[src/rtl/sound_i2s_tx.sv]
// Mono sample to Philips I2S serializer: requests one sample per frame, buffers it,
// and shifts it out MSB-first on both slots with a counter-derived bit clock.
module sound_i2s_tx #(
    parameter int pBclkDiv     = 32,
    parameter int pSampleWidth = 16
) (
    input  logic                    iSysClk,
    input  logic                    iRst,
    input  logic [pSampleWidth-1:0] iSound,
    input  logic                    iSoundVd,
    input  logic                    iMute,
    output logic                    oSoundCke,
    output logic                    oBclk,
    output logic                    oLrck,
    output logic                    oSdata,
    output logic                    oUnderrun,
    output logic                    oOverrun
);

    localparam int DIV_W   = (pBclkDiv > 1) ? $clog2(pBclkDiv) : 1;
    localparam int FRAME_W = 2 * pSampleWidth;
    localparam logic [DIV_W-1:0] DIV_LAST = DIV_W'(pBclkDiv - 1);

    logic [DIV_W-1:0]        div_q, div_d;
    logic                    bclk_q, bclk_d;
    logic [4:0]              bit_cnt_q, bit_cnt_d;
    logic [pSampleWidth-1:0] hold_q, hold_d;
    logic                    hold_vd_q, hold_vd_d;
    logic [pSampleWidth-1:0] last_q, last_d;
    logic [FRAME_W-1:0]      shift_q, shift_d;
    logic                    lrck_q, lrck_d;
    logic                    sdata_q, sdata_d;
    logic                    cke_q, cke_d;
    logic                    und_q, und_d;
    logic                    ovr_q, ovr_d;
    logic                    start_q, start_d;

    logic                    fall_s;
    logic                    load_s;
    logic [4:0]              bit_nxt_s;
    logic [pSampleWidth-1:0] sample_s;
    logic [FRAME_W-1:0]      frame_s;

    // Next-state logic: divider, falling-edge sequencing, frame load and sample capture
    always_comb begin
        div_d     = div_q;
        bclk_d    = bclk_q;
        bit_cnt_d = bit_cnt_q;
        hold_d    = hold_q;
        hold_vd_d = hold_vd_q;
        last_d    = last_q;
        shift_d   = shift_q;
        lrck_d    = lrck_q;
        sdata_d   = sdata_q;
        cke_d     = start_q;
        und_d     = 1'b0;
        ovr_d     = 1'b0;
        start_d   = 1'b0;
        fall_s    = 1'b0;
        load_s    = 1'b0;
        sample_s  = last_q;
        frame_s   = '0;
        bit_nxt_s = bit_cnt_q + 5'd1;

        if (div_q == DIV_LAST) begin
            div_d  = '0;
            bclk_d = ~bclk_q;
            fall_s = bclk_q;
        end else begin
            div_d  = div_q + DIV_W'(1);
        end

        if (fall_s) begin
            bit_cnt_d = bit_nxt_s;
            lrck_d    = bit_nxt_s[4];
            if (bit_nxt_s == 5'd1) begin
                // The MSB leaves on the load event itself: one-bit I2S delay after LRCK.
                load_s = 1'b1;
                if (hold_vd_q) begin
                    sample_s = hold_q;
                    last_d   = hold_q;
                end else begin
                    sample_s = last_q;
                    und_d    = 1'b1;
                end
                frame_s = iMute ? {FRAME_W{1'b0}} : {sample_s, sample_s};
                sdata_d = frame_s[FRAME_W-1];
                shift_d = frame_s << 1;
            end else begin
                sdata_d = shift_q[FRAME_W-1];
                shift_d = shift_q << 1;
            end
            if (bit_nxt_s == 5'd16) begin
                cke_d = 1'b1;
            end else begin
                cke_d = start_q;
            end
        end else begin
            bit_cnt_d = bit_cnt_q;
        end

        hold_vd_d = hold_vd_q & ~load_s;
        if (iSoundVd) begin
            hold_d    = iSound;
            hold_vd_d = 1'b1;
            ovr_d     = hold_vd_q & ~load_s;
        end else begin
            hold_d    = hold_q;
        end
    end

    // State and output registers with synchronous reset
    always_ff @(posedge iSysClk) begin
        if (iRst) begin
            div_q     <= '0;
            bclk_q    <= 1'b0;
            bit_cnt_q <= 5'd31;
            hold_q    <= '0;
            hold_vd_q <= 1'b0;
            last_q    <= '0;
            shift_q   <= '0;
            lrck_q    <= 1'b0;
            sdata_q   <= 1'b0;
            cke_q     <= 1'b0;
            und_q     <= 1'b0;
            ovr_q     <= 1'b0;
            start_q   <= 1'b1;
        end else begin
            div_q     <= div_d;
            bclk_q    <= bclk_d;
            bit_cnt_q <= bit_cnt_d;
            hold_q    <= hold_d;
            hold_vd_q <= hold_vd_d;
            last_q    <= last_d;
            shift_q   <= shift_d;
            lrck_q    <= lrck_d;
            sdata_q   <= sdata_d;
            cke_q     <= cke_d;
            und_q     <= und_d;
            ovr_q     <= ovr_d;
            start_q   <= start_d;
        end
    end

    assign oSoundCke = cke_q;
    assign oBclk     = bclk_q;
    assign oLrck     = lrck_q;
    assign oSdata    = sdata_q;
    assign oUnderrun = und_q;
    assign oOverrun  = ovr_q;

endmodule

[config.mk]
export PLATFORM = sky130hd
export DESIGN_NAME = sound_i2s_tx
export DESIGN_NICKNAME = d
export VERILOG_FILES = /design/src/rtl/sound_i2s_tx.sv
export SDC_FILE = /design/constraint.sdc
export NUM_CORES = 1
export LEC_CHECK = 0
export CAP_MARGIN = 0
export CORE_MARGIN = 2
export CORE_UTILIZATION = 62
export DETAILED_ROUTE_END_ITERATION = 10
export GPL_TIMING_DRIVEN = 0
export PLACE_DENSITY_LB_ADDON = 0.12
export SYNTH_ARGS = -nofsm -noshare
export SYNTH_HDL_FRONTEND = slang
export SYNTH_SLANG_ARGS = --single-unit
[constraint.sdc]
create_clock -name iSysClk -period 5.1 [get_ports iSysClk]
set_input_delay 1.02 -clock iSysClk [delete_from_list [all_inputs] [get_ports iSysClk]]
set_output_delay 1.02 -clock iSysClk [all_outputs]
set_load 0.005 [all_outputs]
==> impl_metrics.tcl, run 1 <==
set metrics [dict create \
    die_w_um 79.2 \
    reg2reg_slack_ns 2.54 \
    worstPathRequired_ns 5.32 \
    sum_of_overflow_across_all_layers_after_global_routing 0 \
    total_leakage_power_uw 0.00154 \
    timing_hold_violations_final 0 \
    path_max_fanout 10 \
    synth_area_leader_cell "sky130_fd_sc_hd__dfxtp_1" \
    gp_routability_congestion 0.809 \
    tritoncts.num_buffers 9 \
    yosys_warnings 0 \
    path_clk_slew_ns 0.08 \
    flip_flop_and_latch_count_after_synthesis 81 \
    synth_cell_types 41 \
    syn_area_um2 3500 \
    post_cts.repair.setup_buffers 0 \
    numPortBuffers 24 \
    die-height_um 79.2 \
    grt_first_pass_wirelength_mm 11.8 \
    detail_route.vias_per_cell 5.43 \
    worst_ir_drop_vdd_mv 0.211 \
    drt_pass1_iterations 4 \
    detail-route-antenna-nets 0 \
    relSlewSlack_pct 53.8 \
    ys_top_cells_by_area "sky130_fd_sc_hd__dfxtp_1 46%, sky130_fd_sc_hd__mux2i_1 9.1%, sky130_fd_sc_hd__o221ai_1 7.2%" \
    critical_register_to_register_path_endpoint "last_q[11]" \
    cts_num_sinks 81 \
    drt_first_iter_violations 116 \
    cts_resized 0 \
    report.final.setup_viol 0 \
    via_count 2591 \
    drt-wirelength-per-cell_um 14.7 \
    synth_enable_flop_cells 0 \
    cts-hold-fix-buffers 0 \
    mostFrequentLayoutCells "81 x sky130_fd_sc_hd__dfxtp_1, 39 x sky130_fd_sc_hd__nor2_1, 38 x sky130_fd_sc_hd__nand2_1, 34 x sky130_fd_sc_hd__inv_1, 32 x sky130_fd_sc_hd__mux2i_1" \
    fp.dieArea_um2 6270 \
    start_kind "input pin" \
    outcome "finished clean" \
    gr-usage-all-layers_pct 24.4 \
    top_level_ports 26 \
    clkLatencyLatePin_ns 0.35 \
    syn2layout_area_growth_pct 15.0 \
    fp_rows 27 \
    drc_errors 0 \
    slew_violations 0 \
    detailed_place.area_um2 3830 \
    power_per_cell_area_nw_per_um2 295 \
    drive_gt1_share_pct 13.6 \
    setup_tns_ns 0 \
    arrival_ns 3.17 \
    grt_max_degree 14 \
    number_of_antenna_cells_inserted 0 \
    proportion_of_netlist_area_held_by_the_largest_area_contributor_pct 46.3 \
    cp-endpoint "hold_q[8]" \
    critPathKind "in -> reg" \
    worstReg2RegStart "div_q[0]" \
    clock_tree.htree_level_count 3 \
    synth_sequential_area_ratio_pct 46.3 \
    fin_worst_hold_slack_ns 0.460 \
    syn-mean-instance-area_um2 9.60 \
    ff2ff_path_depth 10 \
    finalNetCount 425 \
    initial_utilization_pct 64.0 \
    totalWireLength_mm 7.01 \
    postSynth.topFlopCell "sky130_fd_sc_hd__dfxtp_1" \
    initial_antenna_violation_count 0 \
    max_cap_viols 0 \
    clockBufferDepth 2 \
    clock_skew_ns 0.00652 \
    first_global_vias 2470 \
    detailed_place_hpwl_mm 4.77 \
    post_layout_min_period_ns 2.95 \
    worst_slew_pin_tran_ns 0.694 \
    finalInstanceArea_um2 4030 \
    fillerInstances 419 \
    finish.utilization_pct 73.7 \
    rsz0062_at_grt "false" \
    fp.coreArea_um2 5470 \
    fin_total_pwr_uw 1190 \
    most_common_library_cell_in_the_layout_ignoring_fill_and_taps "sky130_fd_sc_hd__dfxtp_1" \
    clk_root_buffer_cell "sky130_fd_sc_hd__clkbuf_8" \
    tritoncts "done" \
    worst_setup_path_end_kind "flop" \
    hold_path.startpoint "start_q" \
    asyncSetResetFlopFracSynth_pct 0 \
    max_clock_freq_mhz 339 \
    tcrit_tclk_final_pct 57.9 \
    post_synth_inst_count 365 \
    hold_path_class "reg -> reg" \
    critical_path.startpoint "iRst" \
    synth_fp_nets 390 \
]
[worst min-delay path by stage]
stage	end	depth (start not counted)
floorplan	shift_q[1]	2
global placement	oSoundCke	2
detailed placement	shift_q[6]	2
CTS	oSoundCke	2
global route	shift_q[12]	2
finish	oSoundCke	2
[area by class of cell]
cell class | instances | area, µm² | area share (%)
Clock inverter | 5 | 55.1 | 1.37
Sequential cell | 81 | 1620 | 40.2
Inverter | 34 | 128 | 3.17
Timing Repair Buffer | 24 | 240 | 5.96
Multi-Input combinational cell | 225 | 1610 | 39.9
Buffer | 25 | 148 | 3.66
Tap cell | 72 | 90.1 | 2.23
Clock buffer | 11 | 141 | 3.51
[registers in the layout, summed over array words and instances, names as in the netlist, 5 cells and up]
register,flops
shift_q,31
bit_cnt_q,5
div_q,5
hold_q,16
last_q,16
[cell usage after synthesis (5+ instances only)]
| cell type | number |
|---|---|
| sky130_fd_sc_hd__mux2i_1 | 32 |
| sky130_fd_sc_hd__mux2_2 | 16 |
| sky130_fd_sc_hd__nor3_1 | 6 |
| sky130_fd_sc_hd__clkbuf_1 | 11 |
| sky130_fd_sc_hd__inv_1 | 34 |
| sky130_fd_sc_hd__ha_1 | 5 |
| sky130_fd_sc_hd__buf_2 | 7 |
| sky130_fd_sc_hd__buf_6 | 5 |
| sky130_fd_sc_hd__o221ai_1 | 29 |
| sky130_fd_sc_hd__nand2_1 | 38 |
| sky130_fd_sc_hd__nor2_1 | 39 |
| sky130_fd_sc_hd__nor2b_1 | 16 |
| sky130_fd_sc_hd__dfxtp_1 | 81 |
[metrics by stage]
step / setup slack [ns] / cells
2_1_floorplan: 2.91 / 365
3_3_place_gp: 1.84 / 461
3_5_place_dp: 1.76 / 461
4_1_cts: 2.16 / 477
5_1_grt: 1.97 / 477
6_report: 2.15 / 477
[cells by family (layout without fill, tap and decap cells)]
logic type	Yosys count	after routing	synth area share, %
and+or+nand+nor	121	121	16.9
DFF	81	81	46.3
buffers and inverters	59	99	7.85
muxes	48	48	14.3
AOI/OAI and AO/OA	44	44	11.2
xor gates and xnor gates	7	7	1.75
adders and majority gates	5	5	1.79
[routing by layer]
layer	wire length, µm	GRT usage, %	up-vias
met1	3350	31.8	1226
li1	-	-	1311
met4	85	8.28	0
met5	0	0	-
met3	256	6.14	8
met2	3310	39.5	46
[power by group]
group | internal [µW] | switching, µW | leakage, µW
registers | 643 | 5.93 | 0.000657
logic | 33.5 | 38.0 | 0.000792
clock network | 238 | 231 | 0.0000953
total | 915 | 275 | 0.00154
[worst max-delay path: stages]
cell and delay [ns]:
sky130_fd_sc_hd__clkdlybuf4s50_1 0.59, sky130_fd_sc_hd__clkbuf_1 0.54, sky130_fd_sc_hd__clkbuf_1 0.45, sky130_fd_sc_hd__clkbuf_1 0.46, sky130_fd_sc_hd__nor2_1 0.11
Power figures use the tool's default switching activity.
==> inputs of run 2 (changes only) <==
--- a/config.mk
+++ b/config.mk
@@ -7,7 +7,7 @@
 export LEC_CHECK = 0
 export CAP_MARGIN = 0
 export CORE_MARGIN = 2
-export CORE_UTILIZATION = 62
+export CORE_UTILIZATION = 58
 export DETAILED_ROUTE_END_ITERATION = 10
 export GPL_TIMING_DRIVEN = 0
 export PLACE_DENSITY_LB_ADDON = 0.12
==> constraint.sdc (replaced) <==
create_clock -name iSysClk -period 2.8 [get_ports iSysClk]
set_input_delay 0.56 -clock iSysClk [delete_from_list [all_inputs] [get_ports iSysClk]]
set_output_delay 0.56 -clock iSysClk [all_outputs]
set_load 0.005 [all_outputs]
==> run 2 against run 1 <==
- non-clock buffer count stayed put
- count of clock-buffer cells in the layout is 2 lower
- first-iteration DRC count is 18% higher
- die area is 6.5% higher
- largest cell class unchanged
==> impl_metrics.tcl, run 2 (synthesis results as in run 1) <==
set metrics [dict create \
    outcome "finished clean" \
    comb_power_share_pct 6.0 \
    arrival_ns 2.81 \
    drc_errors 0 \
    drt_pass1_iterations 4 \
    drive_gt1_share_pct 13.8 \
    path_max_fanout 10 \
    worstPathRequired_ns 3.04 \
    tcrit_tclk_final_pct 91.6 \
    detailed_place_hpwl_mm 4.69 \
    critPathKind "reg -> reg" \
    hold_path_class "reg -> reg" \
    cts_resized 0 \
    fp.dieArea_um2 6680 \
    fin_worst_hold_slack_ns 0.456 \
    timing.final.ws_setup_ns 0.236 \
    top_level_ports 26 \
    via_count 2602 \
    numPortBuffers 24 \
    initial_antenna_violation_count 0 \
    detailed_place.area_um2 3840 \
    tritoncts "done" \
    internal_cell_power_uw 1650 \
    initial_utilization_pct 59.5 \
    detail-route-antenna-nets 0 \
    post_layout_min_period_ns 2.56 \
    number_of_antenna_cells_inserted 0 \
    reg.largest.list "shift_q: 31 flops, hold_q: 16 flops, last_q: 16 flops" \
    sum_of_overflow_across_all_layers_after_global_routing 0 \
    worst_slew_pin_tran_ns 0.680 \
    max_cap_viols 0 \
    clockBufferDepth 2 \
    grt_first_pass_wirelength_mm 11.4 \
    timing_hold_violations_final 0 \
    seqPwrFrac_pct 54.0 \
    post_cts.repair.setup_buffers 0 \
    clock_skew_ns 0.0136 \
    fillerInstances 474 \
    largest_register_ffs 31 \
    finalNetCount 425 \
    first_global_vias 2400 \
    clock_tree.htree_level_count 3 \
    finish.utilization_pct 68.6 \
    fp_rows 28 \
    ff2ff_path_depth 10 \
    mostFrequentLayoutCells "81 x sky130_fd_sc_hd__dfxtp_1, 39 x sky130_fd_sc_hd__nor2_1, 38 x sky130_fd_sc_hd__nand2_1, 34 x sky130_fd_sc_hd__inv_1, 32 x sky130_fd_sc_hd__mux2i_1" \
    cts_num_sinks 81 \
    worst_setup_path_end_kind "flop" \
    power.switching_uw 536 \
    worst_ir_drop_vdd_mv 0.409 \
    most_common_library_cell_in_the_layout_ignoring_fill_and_taps "sky130_fd_sc_hd__dfxtp_1" \
    power_switching_share_pct 24.5 \
    multi_input_area_um2 1610 \
    total_leakage_power_uw 0.00155 \
    relSlewSlack_pct 54.7 \
    clkPwrFrac_pct 40.0 \
    whs_path_depth 1 \
    fp.coreArea_um2 5890 \
    gp_routability_congestion 0.768 \
    drt-wirelength-per-cell_um 14.1 \
    fin_cells 480 \
    max_clock_freq_mhz 390 \
    power_per_cell_area_nw_per_um2 542 \
    seqCellArea_um2 1620 \
    drt_first_iter_violations 137 \
    clk_root_buffer_cell "sky130_fd_sc_hd__clkbuf_8" \
    report.final.setup_viol 0 \
    slew_violations 0 \
    finalInstanceArea_um2 4040 \
    start_kind "flop" \
    rsz0062_at_grt "false" \
    post-place-cells 464 \
    die-height_um 81.7 \
    clkLatencyLatePin_ns 0.36 \
    gr-usage-all-layers_pct 22.5 \
    totalWireLength_mm 6.76 \
    syn2layout_area_growth_pct 15.3 \
    path_clk_slew_ns 0.09 \
    largest-register "shift_q" \
    die_w_um 81.7 \
    cts-hold-fix-buffers 0 \
    place_worst_setup_slack_ns -0.0102 \
    detail_route.vias_per_cell 5.42 \
    tritoncts.num_buffers 9 \
    grt_max_degree 16 \
]
[run 2: changes by cell type in the layout (fill, tap and decap cells not counted)]
cell,change
sky130_fd_sc_hd__clkinv_2,-1
sky130_fd_sc_hd__inv_6,+2
sky130_fd_sc_hd__clkbuf_1,-1
sky130_fd_sc_hd__clkinv_4,+2
sky130_fd_sc_hd__clkinvlp_4,-1
sky130_fd_sc_hd__clkbuf_8,-1
[run 2: power groups by stage]
stage	registers [µW]	clock network, µW	logic [µW]
after floorplan	1210	0	78.6
after global placement	1210	0	129
after detailed placement	1210	0	132
after CTS	1180	890	132
after global routing	1180	940	145
final	1180	876	131
[run 2: critical path, cell delays in order (launching register included)]
cell	delay [ns]
sky130_fd_sc_hd__dfxtp_1	0.36
sky130_fd_sc_hd__ha_1	0.19
sky130_fd_sc_hd__and3_1	0.17
sky130_fd_sc_hd__ha_1	0.14
sky130_fd_sc_hd__buf_4	0.16
sky130_fd_sc_hd__and2_1	0.13
sky130_fd_sc_hd__buf_2	0.20
sky130_fd_sc_hd__nand3_1	0.15
sky130_fd_sc_hd__o22ai_4	0.39
sky130_fd_sc_hd__buf_6	0.22
sky130_fd_sc_hd__mux2_2	0.34
[run 2: through the flow]
stage               power (µW)  TNS (ns)
finish                    2190         0
global route              2270         0
CTS                       2200         0
detailed placement        1340   -0.0374
global placement          1340         0
floorplan                 1280         0
[run 2: final cells by class]
cell class,count,area share (%)
multi-input cells,225,39.8
repair buffers,24,5.95
plain buffers,25,3.65
inverters,34,3.16
clock buffers,9,3.07
flip-flops and latches,81,40.1
clock inverters,7,1.92
well taps,75,2.32
[run 2: worst paths after layout]
check             startpoint   endpoint  slack [ns]
setup / recovery    div_q[0]  last_q[9]        0.24
hold / removal      div_q[0]   div_q[0]        0.46
setup reg to reg    div_q[0]  last_q[9]        0.24
hold reg to reg     div_q[0]   div_q[0]        0.46
[run 2: per-layer routing]
metal | GRT usage, % | routed length [µm] | up-vias
li1 | - | - | 1319
met1 | 30.1 | 3290 | 1240
met2 | 35.4 | 3160 | 35
met3 | 5.82 | 212 | 8
met4 | 7.67 | 96 | 0
met5 | 0 | 0 | -
==> inputs of run 3 (changes only) <==
--- a/config.mk
+++ b/config.mk
@@ -10,7 +10,9 @@
 export CORE_UTILIZATION = 58
 export DETAILED_ROUTE_END_ITERATION = 10
 export GPL_TIMING_DRIVEN = 0
+export MAX_ROUTING_LAYER = met4
 export PLACE_DENSITY_LB_ADDON = 0.12
+export SKIP_CTS_REPAIR_TIMING = 1
 export SYNTH_ARGS = -nofsm -noshare
 export SYNTH_HDL_FRONTEND = slang
 export SYNTH_SLANG_ARGS = --single-unit
==> run 3 against run 2 <==
- count of clock-buffer cells in the layout stayed put
- largest cell class unchanged
- critical path type unchanged
- critical endpoint is now last_q[13]
- setup slack got worse by 0.0011 ns
- first-iteration DRC count increased by 5.1%
- die area unchanged
- largest power group unchanged
==> impl_metrics.tcl, run 3 (synthesis results as in run 1) <==
set metrics [dict create \
    outcome "finished clean" \
    cts_num_sinks 81 \
    fin_cells 480 \
    seqCellArea_um2 1620 \
    detail_route.wirelength.met1_mm 3.28 \
    die_w_um 81.7 \
    reg.largest.list "shift_q: 31 flops, hold_q: 16 flops, last_q: 16 flops" \
    detail-route-antenna-nets 0 \
    clockBufferDepth 2 \
    metal3_wl_um 221 \
    via_count 2596 \
    drive_gt1_share_pct 13.8 \
    arrival_ns 2.81 \
    worst_slew_pin_tran_ns 0.680 \
    worst_setup_path_end_kind "flop" \
    clock_tree.htree_level_count 3 \
    fillerInstances 474 \
    detail_route.vias_per_cell 5.41 \
    path_clk_slew_ns 0.09 \
    power.switching_uw 533 \
    drt_first_iter_violations 144 \
    drc_errors 0 \
    fp_rows 28 \
    highest_layer "met4" \
    syn2layout_area_growth_pct 15.3 \
    ff2ff_path_depth 10 \
    start_kind "flop" \
    rsz0062_at_grt "false" \
    tritoncts.num_buffers 9 \
    hold_path_class "reg -> reg" \
    worstPathRequired_ns 3.04 \
    total_leakage_power_uw 0.00155 \
    detailed_place_hpwl_mm 4.69 \
    number_of_antenna_cells_inserted 0 \
    largest-register "shift_q" \
    top_level_ports 26 \
    most_common_library_cell_in_the_layout_ignoring_fill_and_taps "sky130_fd_sc_hd__dfxtp_1" \
    numPortBuffers 24 \
    sum_of_overflow_across_all_layers_after_global_routing 0 \
    initial_antenna_violation_count 0 \
    totalWireLength_mm 6.74 \
    initial_utilization_pct 59.5 \
    die-height_um 81.7 \
    post-place-cells 464 \
    max_cap_viols 0 \
    drt-wirelength-per-cell_um 14.0 \
    drt_pass1_iterations 4 \
    critPathKind "reg -> reg" \
    seqPwrFrac_pct 54.1 \
    post_layout_min_period_ns 2.57 \
    first_global_vias 2398 \
    clock_skew_ns 0.0138 \
    fin_total_pwr_uw 2190 \
    worst_ir_drop_vdd_mv 0.409 \
    comb_power_share_pct 6.0 \
    fp.dieArea_um2 6680 \
    slew_violations 0 \
    largest_register_ffs 31 \
    whs_path_depth 1 \
    multi_input_area_um2 1610 \
    grt_first_pass_wirelength_mm 11.4 \
    relSlewSlack_pct 54.6 \
    internal_cell_power_uw 1650 \
    clkPwrFrac_pct 39.9 \
    grt_max_degree 16 \
    finalNetCount 425 \
    power_per_cell_area_nw_per_um2 541 \
    gr-usage-all-layers_pct 23.1 \
    route.met2.wl_mm 3.13 \
    max_clock_freq_mhz 390 \
    clkLatencyLatePin_ns 0.36 \
    timing_hold_violations_final 0 \
    mostFrequentLayoutCells "81 x sky130_fd_sc_hd__dfxtp_1, 39 x sky130_fd_sc_hd__nor2_1, 38 x sky130_fd_sc_hd__nand2_1, 34 x sky130_fd_sc_hd__inv_1, 32 x sky130_fd_sc_hd__mux2i_1" \
    fp.coreArea_um2 5890 \
    tritoncts "done" \
    path_max_fanout 10 \
    gp_routability_congestion 0.779 \
    tcrit_tclk_final_pct 91.6 \
    clk_root_buffer_cell "sky130_fd_sc_hd__clkbuf_8" \
    power_switching_share_pct 24.4 \
    report.final.setup_viol 0 \
]
run 3: cell counts in the layout (fill, tap and decap cells not counted):
Identical to the previous run, type by type.
run 3: worst paths after layout:
path         startpoint    endpoint  slack [ns]
min            div_q[0]    div_q[0]        0.46
max reg2reg    div_q[0]  last_q[13]        0.23
min reg2reg    div_q[0]    div_q[0]        0.46
max            div_q[0]  last_q[13]        0.23
run 3: stage by stage:
stage	TNS, ns	instance area (µm²)	hold WS [ns]	utilization (%)	setup slack (ns)
2_1_floorplan	0	3500	0.425	-	0.613
3_3_place_gp	0	3840	0.438	65.2	0.00253
3_5_place_dp	-0.0374	3840	0.448	65.2	-0.0102
4_1_cts	0	4040	0.462	68.6	0.234
5_1_grt	0	4040	0.467	68.6	0.0837
6_report	0	4040	0.456	68.6	0.235
run 3: metal layers:
layer / GRT usage [%] / vias to the layer above
met4: 7.67 / 0
met1: 30.1 / 1232
met5: - / -
met3: 5.49 / 10
met2: 35.4 / 36
li1: - / 1318
run 3: power groups by stage:
stage,registers (µW),logic [µW],clock network (µW)
after floorplan,1210,78.6,0
after global placement,1210,129,0
after detailed placement,1210,132,0
after CTS,1180,132,890
after global routing,1180,145,939
final,1180,131,873
run 3: area by class of cell:
class / count / area share (%)
Inverter: 34 / 3.16
Sequential cell: 81 / 40.1
Clock inverter: 7 / 1.92
Clock buffer: 9 / 3.07
Timing Repair Buffer: 24 / 5.95
Buffer: 25 / 3.65
Tap cell: 75 / 2.32
Multi-Input combinational cell: 225 / 39.8
run 3: critical path, stage by stage, from the launching register on:
cell                      delay [ns]
sky130_fd_sc_hd__dfxtp_1        0.36
sky130_fd_sc_hd__ha_1           0.19
sky130_fd_sc_hd__and3_1         0.17
sky130_fd_sc_hd__ha_1           0.14
sky130_fd_sc_hd__buf_4          0.16
sky130_fd_sc_hd__and2_1         0.13
sky130_fd_sc_hd__buf_2          0.20
sky130_fd_sc_hd__nand3_1        0.15
sky130_fd_sc_hd__o22ai_4        0.39
sky130_fd_sc_hd__buf_6          0.22
sky130_fd_sc_hd__mux2_2         0.34
